`config.mk`:
```
export PLATFORM = sky130hd
export DESIGN_NAME = song_sequencer
export DESIGN_NICKNAME = d
export VERILOG_FILES = /design/src/rtl/song_sequencer.sv
export SDC_FILE = /design/constraint.sdc
export NUM_CORES = 1
export LEC_CHECK = 0
export CAP_MARGIN = 20
export CORE_MARGIN = 2
export CORE_UTILIZATION = 59
export DETAILED_ROUTE_END_ITERATION = 8
export MAX_ROUTING_LAYER = met4
export PLACE_DENSITY = 0.85
export SYNTH_ARGS = -nofsm -noshare
export SYNTH_HDL_FRONTEND = slang
export SYNTH_SLANG_ARGS = --single-unit
```
`constraint.sdc`:
```
create_clock -name clk -period 4.6 [get_ports clk]
set_clock_uncertainty 0.15 [all_clocks]
set_input_delay 0.92 -clock clk [delete_from_list [all_inputs] [get_ports clk]]
set_output_delay 0.92 -clock clk [all_outputs]
set_load 0.005 [all_outputs]
```
`src/rtl/song_sequencer.sv`:
```
// Song sequencer: walks a pitch/duration ROM and drives a tone generator.
// All outputs are registered from the next-state logic.
module song_sequencer #(
    parameter int CLK_HZ   = 50_000_000,
    parameter int TICK_HZ  = 1000,
    parameter int SONG_LEN = 18
) (
    input  logic        clk,
    input  logic        reset,
    input  logic        play,
    input  logic        restart,
    output logic [10:0] note_index,
    input  logic [6:0]  note_pitch,
    input  logic [15:0] note_duration,
    output logic [6:0]  pitch_out,
    output logic        note_start,
    output logic        song_done
);

    localparam int              PDIV = CLK_HZ / TICK_HZ;
    localparam int              PW   = (PDIV > 1) ? $clog2(PDIV) : 1;
    localparam logic [PW-1:0]   PMAX = PW'(PDIV - 1);
    localparam logic [10:0]     LAST = 11'(SONG_LEN - 1);

    typedef enum logic [2:0] {
        IDLE,
        FETCH,
        PLAY,
        PAUSE,
        DONE
    } state_t;

    state_t          state, state_n;
    logic [PW-1:0]   presc, presc_n;
    logic [15:0]     dur_cnt, dur_n;
    logic [6:0]      pitch_reg, pitch_reg_n;
    logic [10:0]     idx_n;
    logic [6:0]      pitch_n;
    logic            start_n;
    logic            done_n;
    logic            tick;
    logic            last;

    assign tick = (presc == PMAX);
    assign last = (note_index == LAST);

    // Next-state, counter and registered-output values
    always_comb begin
        state_n     = state;
        idx_n       = note_index;
        presc_n     = presc;
        dur_n       = dur_cnt;
        pitch_reg_n = pitch_reg;
        start_n     = 1'b0;
        if (restart) begin
            idx_n   = '0;
            presc_n = '0;
            dur_n   = '0;
            state_n = play ? FETCH : IDLE;
        end else begin
            case (state)
                IDLE: begin
                    if (play) state_n = FETCH;
                end
                FETCH: begin
                    pitch_reg_n = note_pitch;
                    dur_n       = note_duration;
                    presc_n     = '0;
                    if (note_duration == 16'd0) begin
                        if (last) begin
                            state_n = DONE;
                        end else begin
                            idx_n   = note_index + 11'd1;
                            state_n = FETCH;
                        end
                    end else begin
                        state_n = PLAY;
                        start_n = 1'b1;
                    end
                end
                PLAY: begin
                    if (tick) begin
                        presc_n = '0;
                        dur_n   = dur_cnt - 16'd1;
                    end else begin
                        presc_n = presc + 1'b1;
                    end
                    // The cycle that sees play=0 still counts toward the note
                    if (tick && dur_cnt == 16'd1) begin
                        if (last) begin
                            state_n = DONE;
                        end else begin
                            idx_n   = note_index + 11'd1;
                            state_n = FETCH;
                        end
                    end else if (!play) begin
                        state_n = PAUSE;
                    end
                end
                PAUSE: begin
                    if (play) state_n = PLAY;
                end
                DONE: begin
                    state_n = DONE;
                end
                default: begin
                    state_n = IDLE;
                end
            endcase
        end
        pitch_n = (state_n == PLAY) ? pitch_reg_n : 7'd0;
        done_n  = (state_n == DONE);
    end

    // State, counters and outputs register
    always_ff @(posedge clk) begin
        if (reset) begin
            state      <= IDLE;
            note_index <= '0;
            presc      <= '0;
            dur_cnt    <= '0;
            pitch_reg  <= '0;
            pitch_out  <= '0;
            note_start <= 1'b0;
            song_done  <= 1'b0;
        end else begin
            state      <= state_n;
            note_index <= idx_n;
            presc      <= presc_n;
            dur_cnt    <= dur_n;
            pitch_reg  <= pitch_reg_n;
            pitch_out  <= pitch_n;
            note_start <= start_n;
            song_done  <= done_n;
        end
    end

endmodule

```
==> metrics.md <==
| Metric | Value |
|---|---|
| Run status | `finished clean` |
| Top Ports | `47` |
| Cell area power density | `340 nW/um^2` |
| Final-report hold violation count | `0` |
| Antenna Nets Post-Route | `0` |
| Worst-Margin Slew | `1.01 ns` |
| Global Route Usage Sum | `29.3%` |
| Sum Neg Setup Slack | `0 ns` |
| Setup-violating endpoint count in the final report | `0` |
| Setup Buffers After CTS | `0` |
| Area share of and/or/nand/nor cells after synthesis | `27.8%` |
| Number of nets in the final layout | `466` |
| Clock sinks | `62` |
| Number of antenna violations at the first check in global routing | `0` |
| Core area | `5440 um^2` |
| Wl on met1 | `3.65 mm` |
| Clock transition time at the flip-flop clock pins of the worst setup and hold paths | `0.08 ns` |
| Cts repair resizes | `0` |
| TritonCTS buffer count | `9` |
| CTS hold repair buffers | `0` |
| Final max-slew violation count | `0` |
| Clock tree from TritonCTS | `done` |
| Primary flip-flop cell chosen by synthesis mapping | `dfxtp_1` |
| Switching share of power | `24.8%` |
| Worst skew pair latency | `0.35 ns` |
| Cells taking the most area after synthesis | `dfxtp_1, nor2_1, mux2i_1` |
| Number of vias per cell after detailed routing | `6.52` |
| Flip-flop and latch count after synthesis | `62` |
| Total of max-cap violations | `0` |
| Relative contribution of combinational cells to total power | `11.2%` |
| Arithmetic-cell share of the synthesized area counting full adders, half adders and majority gates | `1.91%` |
| Post-synth ARST share | `0%` |
| Setup Crit Path Kind | `input port to flop` |
| Average cell area after synthesis | `8.18 um^2` |
| Buffers on Ports | `46` |
| Highest achievable clock rate | `316 MHz` |
| Number of synthesis warnings | `0` |
| Total inserted antenna cells | `0` |
| Synthesized netlist cell count | `401` |
| Post-synthesis sequential area ratio | `37.8%` |
| Vertical extent of the die | `78.6 um` |
| Starting DRT DRC Count | `483` |
| Final clock period utilization by the worst path | `68.7%` |
| Share of cell area taken by muxes after synthesis | `4.27%` |
| Relative contribution of sequential cells to total power | `40.8%` |
| R2R cell count | `6` |
| Setup repair after global routing missed its margin | `no` |
| Total Routed Length | `8.63 mm` |
| Cell at the root of the clock tree | `clkbuf_8` |
| Starting density of the core | `60.3%` |
| Cell depth of the worst min-delay path | `2` |
| Internal Pwr Total | `1020 uW` |
| Sort of element at the start of the critical path | `input port` |
| Number of global-route vias before repair | `3122` |
| Wirelength per Cell | `16.9 um` |
| Number of library cell types mapped by synthesis | `54` |
| Clock power frac | `47.9%` |
| Share of the synthesized netlist area taken by xor and xnor gates | `0%` |
| Fraction of the mapped netlist area in compound gates | `23.5%` |
| Number of placement rows | `27` |
| Yosys top cell area share | `37.8%` |
| Data required time at the worst endpoint | `4.66 ns` |
| Met2 wire length | `4.20 mm` |
| Die outline width | `78.6 um` |
| Remaining design rule violation count | `0` |
| Pin count of the biggest net entering global routing | `53` |
| Reported net switching power | `337 uW` |
| Hold/Removal Path Class | `flop to flop` |
| Via count of the routed design | `3331` |
| Area Overhead vs Synth | `21.8%` |
| Cell area after synthesis | `3280 um^2` |
| Registers with the most flip-flops | `dur_cnt x16, presc x16, note_index x11` |
| Hpwl dp | `5.49 mm` |
| Placer Congestion | `0.901` |
| Worst voltage drop across the vdd grid | `0.264 mV` |
| Relative max-transition margin | `32.2%` |
| H-tree depth reported by CTS | `3` |
| Dominant combinational cell family by area after synthesis | `simple AND/OR/NAND/NOR gates` |
| Number of buffers on the longest clock path | `2` |
| Top routing layer used | `met4` |
| Overall die area | `6170 um^2` |
| Fraction of final layout cells with drive strength greater than 1 | `5.69%` |
| Top cell type by total area after synthesis | `dfxtp_1` |
| Utilization after layout | `73.5%` |
| Detailed-routing iteration count for the pre-antenna-repair pass | `7` |
| Final Critical Period | `3.16 ns` |
| CP max FO | `8` |
| Number of synthesized flops with an enable pin | `0` |
| Met3 routed wirelength | `690 um` |
| Endpoint arrival time on the critical path | `3.22 ns` |
| First-pass GRT wire length | `14.2 mm` |
| Category of the worst setup path capture point | `flop` |
| Leftover overflow at the end of global routing | `0` |
| Number of nets in the synthesized netlist | `433` |
| Reported leakage power | `0.00137 uW` |
-- per-layer routing --
layer  vias to the layer above  global-route usage, %
met5                         -                      -
met4                         0                   11.2
met3                        15                   7.13
met2                       181                   47.1
met1                      1537                   35.6
li1                       1598                      -
-- worst max-delay path, stage by stage --
cell	delay (ns)
clkdlybuf4s50_1	0.43
nor4_1	0.43
nand4_1	0.37
a211o_1	0.42
o22ai_1	0.53
nor3_1	0.12
-- cell type report --
class	instances	area, um^2
clock buffer	9	124
tap	72	90.1
clock inverter	7	145
sequential	62	1240
fill	421	1440
multi-input combinational	305	1890
inverter	7	26.3
timing repair buffer	49	483
-- power by group through the flow --
| stage | logic [uW] | clock network (uW) | registers [uW] |
|---|---|---|---|
| after global placement | 147 | 0 | 567 |
| after detailed placement | 149 | 0 | 567 |
| after floorplan | 100 | 0 | 565 |
| after global routing | 167 | 677 | 557 |
| after CTS | 150 | 654 | 555 |
| final | 153 | 652 | 555 |
-- cells in the final DEF, fill, tap and decap left out, drive strengths merged, types with 5 or more instances in the layout --
cell type / n
a21oi: 26
a311oi: 6
a31oi: 6
and3: 6
clkbuf: 9
clkdlybuf4s50: 46
dfxtp: 62
ha: 5
inv: 8
mux2i: 14
nand2: 30
nand3: 12
nand4: 8
nor2: 44
nor3: 28
nor4: 14
o21ai: 15
o311ai: 13
o31ai: 12
or3: 9
-- cell usage after synthesis (all sizes together) (3+ instances only) --
cell type / number
dfxtp: 62
nor2: 44
nand2: 30
nor3: 28
a21oi: 26
clkbuf: 20
o21ai: 15
mux2i: 14
nor4: 14
o311ai: 13
nand3: 12
o31ai: 12
or3: 9
nand4: 8
buf: 7
inv: 7
a311oi: 6
a31oi: 6
and3: 6
ha: 5
a211oi: 4
a22oi: 4
nand2b: 4
nor3b: 4
o21a: 4
a21o: 3
nand3b: 3
o32ai: 3
-- final timing paths --
check,endpoint,slack (ns),startpoint
setup / recovery,pitch_out[5]$_SDFF_PP0_,1.44,note_duration[11]
hold reg to reg,pitch_reg[3]$_SDFF_PP0_,0.34,pitch_reg[3]$_SDFF_PP0_
hold / removal,pitch_reg[3]$_SDFF_PP0_,0.34,pitch_reg[3]$_SDFF_PP0_
setup reg to reg,presc[11]$_SDFFE_PP0P_,1.75,presc[0]$_SDFFE_PP0P_
-- cell families after synthesis --
group	Yosys count
and+or+nand+nor	176
buffers and inverters	34
adders and majority gates	5
DFF	62
AOI/OAI and AO/OA	110
muxes	14
-- metrics by stage --
step	worst slack [ns]	area [um^2]	total power (uW)	hold WS, ns	cells
6_report	1.44	4000	1360	0.342	511
5_1_grt	1.31	4000	1400	0.368	511
4_1_cts	1.51	4000	1360	0.349	511
3_5_place_dp	1.16	3730	716	0.330	495
3_3_place_gp	1.20	3730	714	0.318	495
2_1_floorplan	2.09	3280	666	0.302	401
Power figures use the tool's default switching activity.
